--- config.mk ---
export PLATFORM = sky130hd
export DESIGN_NAME = serie_paralelo_rx_flat
export DESIGN_NICKNAME = d
export VERILOG_FILES = /design/src/rtl/serie_paralelo_rx_if.sv /design/src/rtl/serie_paralelo_rx.sv /design/src/flat_wrapper.sv
export SDC_FILE = /design/constraint.sdc
export NUM_CORES = 1
export LEC_CHECK = 0
export CORE_ASPECT_RATIO = 1.75
export CORE_MARGIN = 8
export CORE_UTILIZATION = 40
export CTS_CLUSTER_DIAMETER = 120
export DETAILED_ROUTE_END_ITERATION = 8
export DONT_BUFFER_PORTS = 1
export GPL_ROUTABILITY_DRIVEN = 0
export RECOVER_POWER = 100
export SLEW_MARGIN = 15
export SYNTH_ARGS = -nofsm -noshare
export SYNTH_HDL_FRONTEND = slang
export SYNTH_SLANG_ARGS = --single-unit
--- constraint.sdc ---
create_clock -name clk_8f -period 2.2 [get_ports clk_8f]
set_input_delay 0.44 -clock clk_8f [delete_from_list [all_inputs] [get_ports clk_8f]]
set_output_delay 0.44 -clock clk_8f [all_outputs]
set_load 0.005 [all_outputs]
--- src/rtl/serie_paralelo_rx_if.sv ---
// Serial-in / parallel-out bus of the byte-aligning receiver.
interface serie_paralelo_rx_if;
  logic       data_in;
  logic [7:0] data_out;
  logic       valid_out;
  logic       active;

  // Source of the serial stream and consumer of the recovered bytes
  modport master (
    output data_in,
    input  data_out,
    input  valid_out,
    input  active
  );

  // Receiver side
  modport slave (
    input  data_in,
    output data_out,
    output valid_out,
    output active
  );
endinterface

--- src/rtl/serie_paralelo_rx.sv ---
// Serial-to-parallel receiver with comma-based byte alignment.
// Hunts for COM at any bit offset, confirms N_COM aligned COMs, then emits
// every non-COM byte on its boundary. Alignment is only lost through reset.
module serie_paralelo_rx #(
  parameter logic [7:0]  COM   = 8'hBC,
  parameter int unsigned N_COM = 4
) (
  input logic                clk_8f,
  input logic                reset,
  serie_paralelo_rx_if.slave bus
);

  localparam int unsigned CntW = $clog2(N_COM + 1);
  localparam logic [CntW-1:0] NCom = CntW'(N_COM);

  typedef enum logic [1:0] {
    StSearch,
    StAlign,
    StActive
  } state_e;

  state_e          state_q, state_d;
  logic [7:0]      shift_q, shift_d;
  logic [2:0]      bit_cnt_q, bit_cnt_d;
  logic [CntW-1:0] com_cnt_q, com_cnt_d;
  logic [7:0]      data_q, data_d;
  logic            valid_q, valid_d;
  logic            active_q, active_d;

  logic [7:0] window;
  logic       boundary;
  logic       is_com;

  // Current byte window includes the bit being sampled on this edge
  always_comb begin
    window   = {shift_q[6:0], bus.data_in};
    boundary = (bit_cnt_q == 3'd7);
    is_com   = (window == COM);
  end

  // Next-state and output logic for the alignment FSM
  always_comb begin
    state_d   = state_q;
    shift_d   = window;
    bit_cnt_d = bit_cnt_q + 3'd1;
    com_cnt_d = com_cnt_q;
    data_d    = data_q;
    valid_d   = valid_q;

    unique case (state_q)
      StSearch: begin
        valid_d = 1'b0;
        if (is_com) begin
          // Restart the byte phase so the next boundary lands 8 bits later
          bit_cnt_d = 3'd0;
          com_cnt_d = CntW'(1);
          state_d   = (N_COM <= 1) ? StActive : StAlign;
        end
      end
      StAlign: begin
        valid_d = 1'b0;
        if (boundary) begin
          if (is_com) begin
            if (com_cnt_q + CntW'(1) >= NCom) begin
              com_cnt_d = NCom;
              state_d   = StActive;
            end else begin
              com_cnt_d = com_cnt_q + CntW'(1);
            end
          end else begin
            com_cnt_d = '0;
            state_d   = StSearch;
          end
        end
      end
      StActive: begin
        if (boundary) begin
          if (is_com) begin
            valid_d = 1'b0;
          end else begin
            data_d  = window;
            valid_d = 1'b1;
          end
        end
      end
      default: begin
        state_d   = StSearch;
        com_cnt_d = '0;
        valid_d   = 1'b0;
      end
    endcase

    active_d = (state_d == StActive);
  end

  // State and output registers, synchronous active-low reset
  always_ff @(posedge clk_8f) begin
    if (!reset) begin
      state_q   <= StSearch;
      shift_q   <= 8'h00;
      bit_cnt_q <= 3'd0;
      com_cnt_q <= '0;
      data_q    <= 8'h00;
      valid_q   <= 1'b0;
      active_q  <= 1'b0;
    end else begin
      state_q   <= state_d;
      shift_q   <= shift_d;
      bit_cnt_q <= bit_cnt_d;
      com_cnt_q <= com_cnt_d;
      data_q    <= data_d;
      valid_q   <= valid_d;
      active_q  <= active_d;
    end
  end

  assign bus.data_out  = data_q;
  assign bus.valid_out = valid_q;
  assign bus.active    = active_q;

endmodule

--- src/flat_wrapper.sv ---
// flat-port wrapper written by rule: the top's interface ports become plain ports
module serie_paralelo_rx_flat 
#(
  parameter logic [7:0]  COM   = 8'hBC,
  parameter int unsigned N_COM = 4
)
  (clk_8f, reset, bus_data_in, bus_data_out, bus_valid_out, bus_active);
  serie_paralelo_rx_if bus_i ();
  input logic clk_8f;
  input logic reset;
  input wire logic [$bits(bus_i.data_in)-1:0] bus_data_in;
  output wire logic [$bits(bus_i.data_out)-1:0] bus_data_out;
  output wire logic [$bits(bus_i.valid_out)-1:0] bus_valid_out;
  output wire logic [$bits(bus_i.active)-1:0] bus_active;
  assign bus_i.data_in = bus_data_in;
  assign bus_data_out = bus_i.data_out;
  assign bus_valid_out = bus_i.valid_out;
  assign bus_active = bus_i.active;
  serie_paralelo_rx #(.COM(COM), .N_COM(N_COM)) u_core (.clk_8f(clk_8f), .reset(reset), .bus(bus_i));
endmodule
==> results.tsv <==
metric	value	unit
CP Capture Type	flop	
Worst VDD drop	0.512	mV
CP required	2.40	ns
H-tree depth	1	
TritonCTS clock tree	yes	
Fill cells	251	
drt wl/cell	13.2	um
row count	23	
unrepaired setup endpoints after global routing	no	
DRT iter0 DRCs	15	
Post-DRT Antenna Nets	0	
CORE AREA	2300	sq um
Clock Root Buffer	clkbuf_8	
largest net degree at the start of global routing	25	
nets	113	
Lkg Pwr	0.418	nW
GRT Residual Overflow	0	
crit path kind	reg -> reg	
crit start category	flop	
worst-path fanout max	9	
# DRC	0	
HP Class	in -> reg	
Final setup viols	0	
library cells used by synthesis	28	
initial antenna violation count	0	
crit path time final	1.70	ns
Mapped Cells	106	
Post-Syn Nets	112	
Port-buffer cells	0	
Vias/cell	5.15	
slowest CP cell	or3b_2	
Arrival @ worst endpoint	1.90	ns
setup TNS	0	ns
number of buffers created by CTS	3	
Routed WL	1730	um
hold_buf cts	0	
synth-to-layout area growth	5.76	%
final worst-path cycle share	0.773	
drt first pass iters	3	
n_diodes	0	
first-pass GRT wire length	2930	um
commonest non-fill, non-tap cells in the layout	25 x dfxtp_1, 23 x nand2_1, 9 x inv_1, 9 x mux2i_1, 7 x nor2_1	
Die Ht	81.4	um
layout cells sized above 1	0.0566	
max incr delay on CP	0.46	ns
syn_area_per_cell	9.22	sq um
Post-CTS Resized	0	
Setup Buffers After CTS	0	
vias in the first global route	691	
CP Cell Sequence	ha_1 -> ha_1 -> nor2b_1 -> or3b_2 -> o31a_1 -> o21ai_0	
final core occ	0.449	
uppermost routed layer	met4	
worst skew pair latency	0.27	ns
top cell family by delay on the critical path	simple AND/OR/NAND/NOR gates	
worst slew pin tran	0.515	ns
Syn. warnings	0	
die width	53.4	um
Final Non-Filler Cells	131	
clock skew	0.00455	ns
most numerous cell on the critical path	ha_1	
crit path buf inv count	0	
via count	674	
status	complete, no violations	
Initial Utilization	0.424	
commonest non-fill, non-tap cell in the layout	dfxtp_1	
MaxCap Viol Count	0	
Pwr Density	725	nW/um^2
Placed Instances	127	
CTS Buffer Depth	2	
Seq cells post-synth	25	
Ports	13	
met2 wire len	959	um
synthesized area	977	sq um
clock sinks	25	
placed wire-length estimate	1310	um
fmax	588	MHz
Max Slew Vio Count	0	
Final Hold Viols	0	
overall routing resource usage	0.0891	
Clock transition at path regs	0.09	ns
DR WL met3	77	um
worst hold-check slack	0.286	ns
Die Area	4340	sq um
Seq/Total Area, Yosys	0.512	
Max-Slew Margin vs Limit	0.656	
WL met1	649	um
[kinds of logic (layout without fill, tap and decap cells)]
logic type,after synthesis,count (layout),share of synthesized area
multiplexers,9,9,0.0922
AND/OR/NAND/NOR,44,44,0.214
buffers and inverters,14,14,0.0627
AO/OA/AOI/OAI,10,10,0.0717
adder cells (fa/ha/maj),3,3,0.0384
XOR/XNOR,1,1,0.00896
flip-flops,25,25,0.512
[where the power goes]
part	internal, mW	total (mW)	switching (mW)
Clock	0.128	0.273	0.145
Combinational	0.00641	0.0136	0.00716
Sequential	0.459	0.462	0.00283
[Yosys cell counts]
| master | n | share of area |
|---|---|---|
| inv_1 | 9 | 0.035 |
| nand4b_1 | 1 | 0.0090 |
| buf_2 | 1 | 0.0051 |
| o31a_1 | 1 | 0.0090 |
| ha_1 | 3 | 0.038 |
| o21ai_0 | 2 | 0.010 |
| o31ai_1 | 2 | 0.015 |
| and3_1 | 1 | 0.0064 |
| buf_6 | 1 | 0.012 |
| or3_1 | 1 | 0.0064 |
| dfxtp_1 | 25 | 0.51 |
| clkbuf_1 | 3 | 0.012 |
| nand2_1 | 23 | 0.088 |
| a211oi_1 | 1 | 0.0077 |
| and2b_2 | 1 | 0.0090 |
| mux2i_1 | 9 | 0.092 |
| a21oi_1 | 1 | 0.0051 |
| or3b_2 | 1 | 0.0090 |
| xor2_1 | 1 | 0.0090 |
| nor4_1 | 1 | 0.0064 |
| nor3b_1 | 1 | 0.0077 |
| a41oi_1 | 1 | 0.0090 |
| or2_1 | 1 | 0.0064 |
| nor3_1 | 1 | 0.0051 |
| nor2_1 | 7 | 0.027 |
| nor2b_1 | 4 | 0.026 |
| nand3b_1 | 1 | 0.0077 |
| a22oi_1 | 2 | 0.015 |
[layer usage]
| metal | GRT usage | vias to the layer above |
|---|---|---|
| met5 | 0 | - |
| met4 | 0.0685 | 0 |
| met3 | 0.0274 | 5 |
| met2 | 0.158 | 8 |
| met1 | 0.0789 | 316 |
| li1 | - | 345 |
[state kept, by name, summed over array words and instances (netlist names)]
name and flops:
u_core.com_cnt_q 3, u_core.bus.active 1, u_core.bit_cnt_q 3, u_core.shift_q 7, u_core.bus.data_out 8, u_core.bus.valid_out 1, u_core.state_q 2
[final cells by class]
type | instances | area [sq um] | share of cell area
Clock buffer | 3 | 41.3 | 0.0400
Clock inverter | 1 | 7.51 | 0.00726
Inverter | 9 | 33.8 | 0.0327
Multi-Input combinational cell | 67 | 415 | 0.402
Sequential cell | 25 | 500 | 0.484
Tap cell | 25 | 31.3 | 0.0303
Timing Repair Buffer | 1 | 3.75 | 0.00363
[per-stage QoR]
step                      setup slack [ns]  instance area, sq um  total power, mW
after CTS                            0.488                  1040            0.758
after detailed placement             0.470                   988            0.487
after floorplan                      0.573                   977            0.488
after global placement               0.495                   988            0.487
final                                0.500                  1030            0.749
after global routing                 0.363                  1030            0.779
[path summary, 6_finish.rpt]
| path | slack, ns | depth (start not counted) | to | startpoint |
|---|---|---|---|---|
| setup / recovery | 0.50 | 6 | u_core.com_cnt_q[2] | u_core.bit_cnt_q[0] |
| setup reg to reg | 0.50 | 6 | u_core.com_cnt_q[2] | u_core.bit_cnt_q[0] |
| hold / removal | 0.29 | 2 | u_core.bus.valid_out | reset |
| hold reg to reg | 0.43 | 1 | u_core.bit_cnt_q[0] | u_core.bit_cnt_q[0] |
Note: power is estimated with default switching activity, not from simulation.
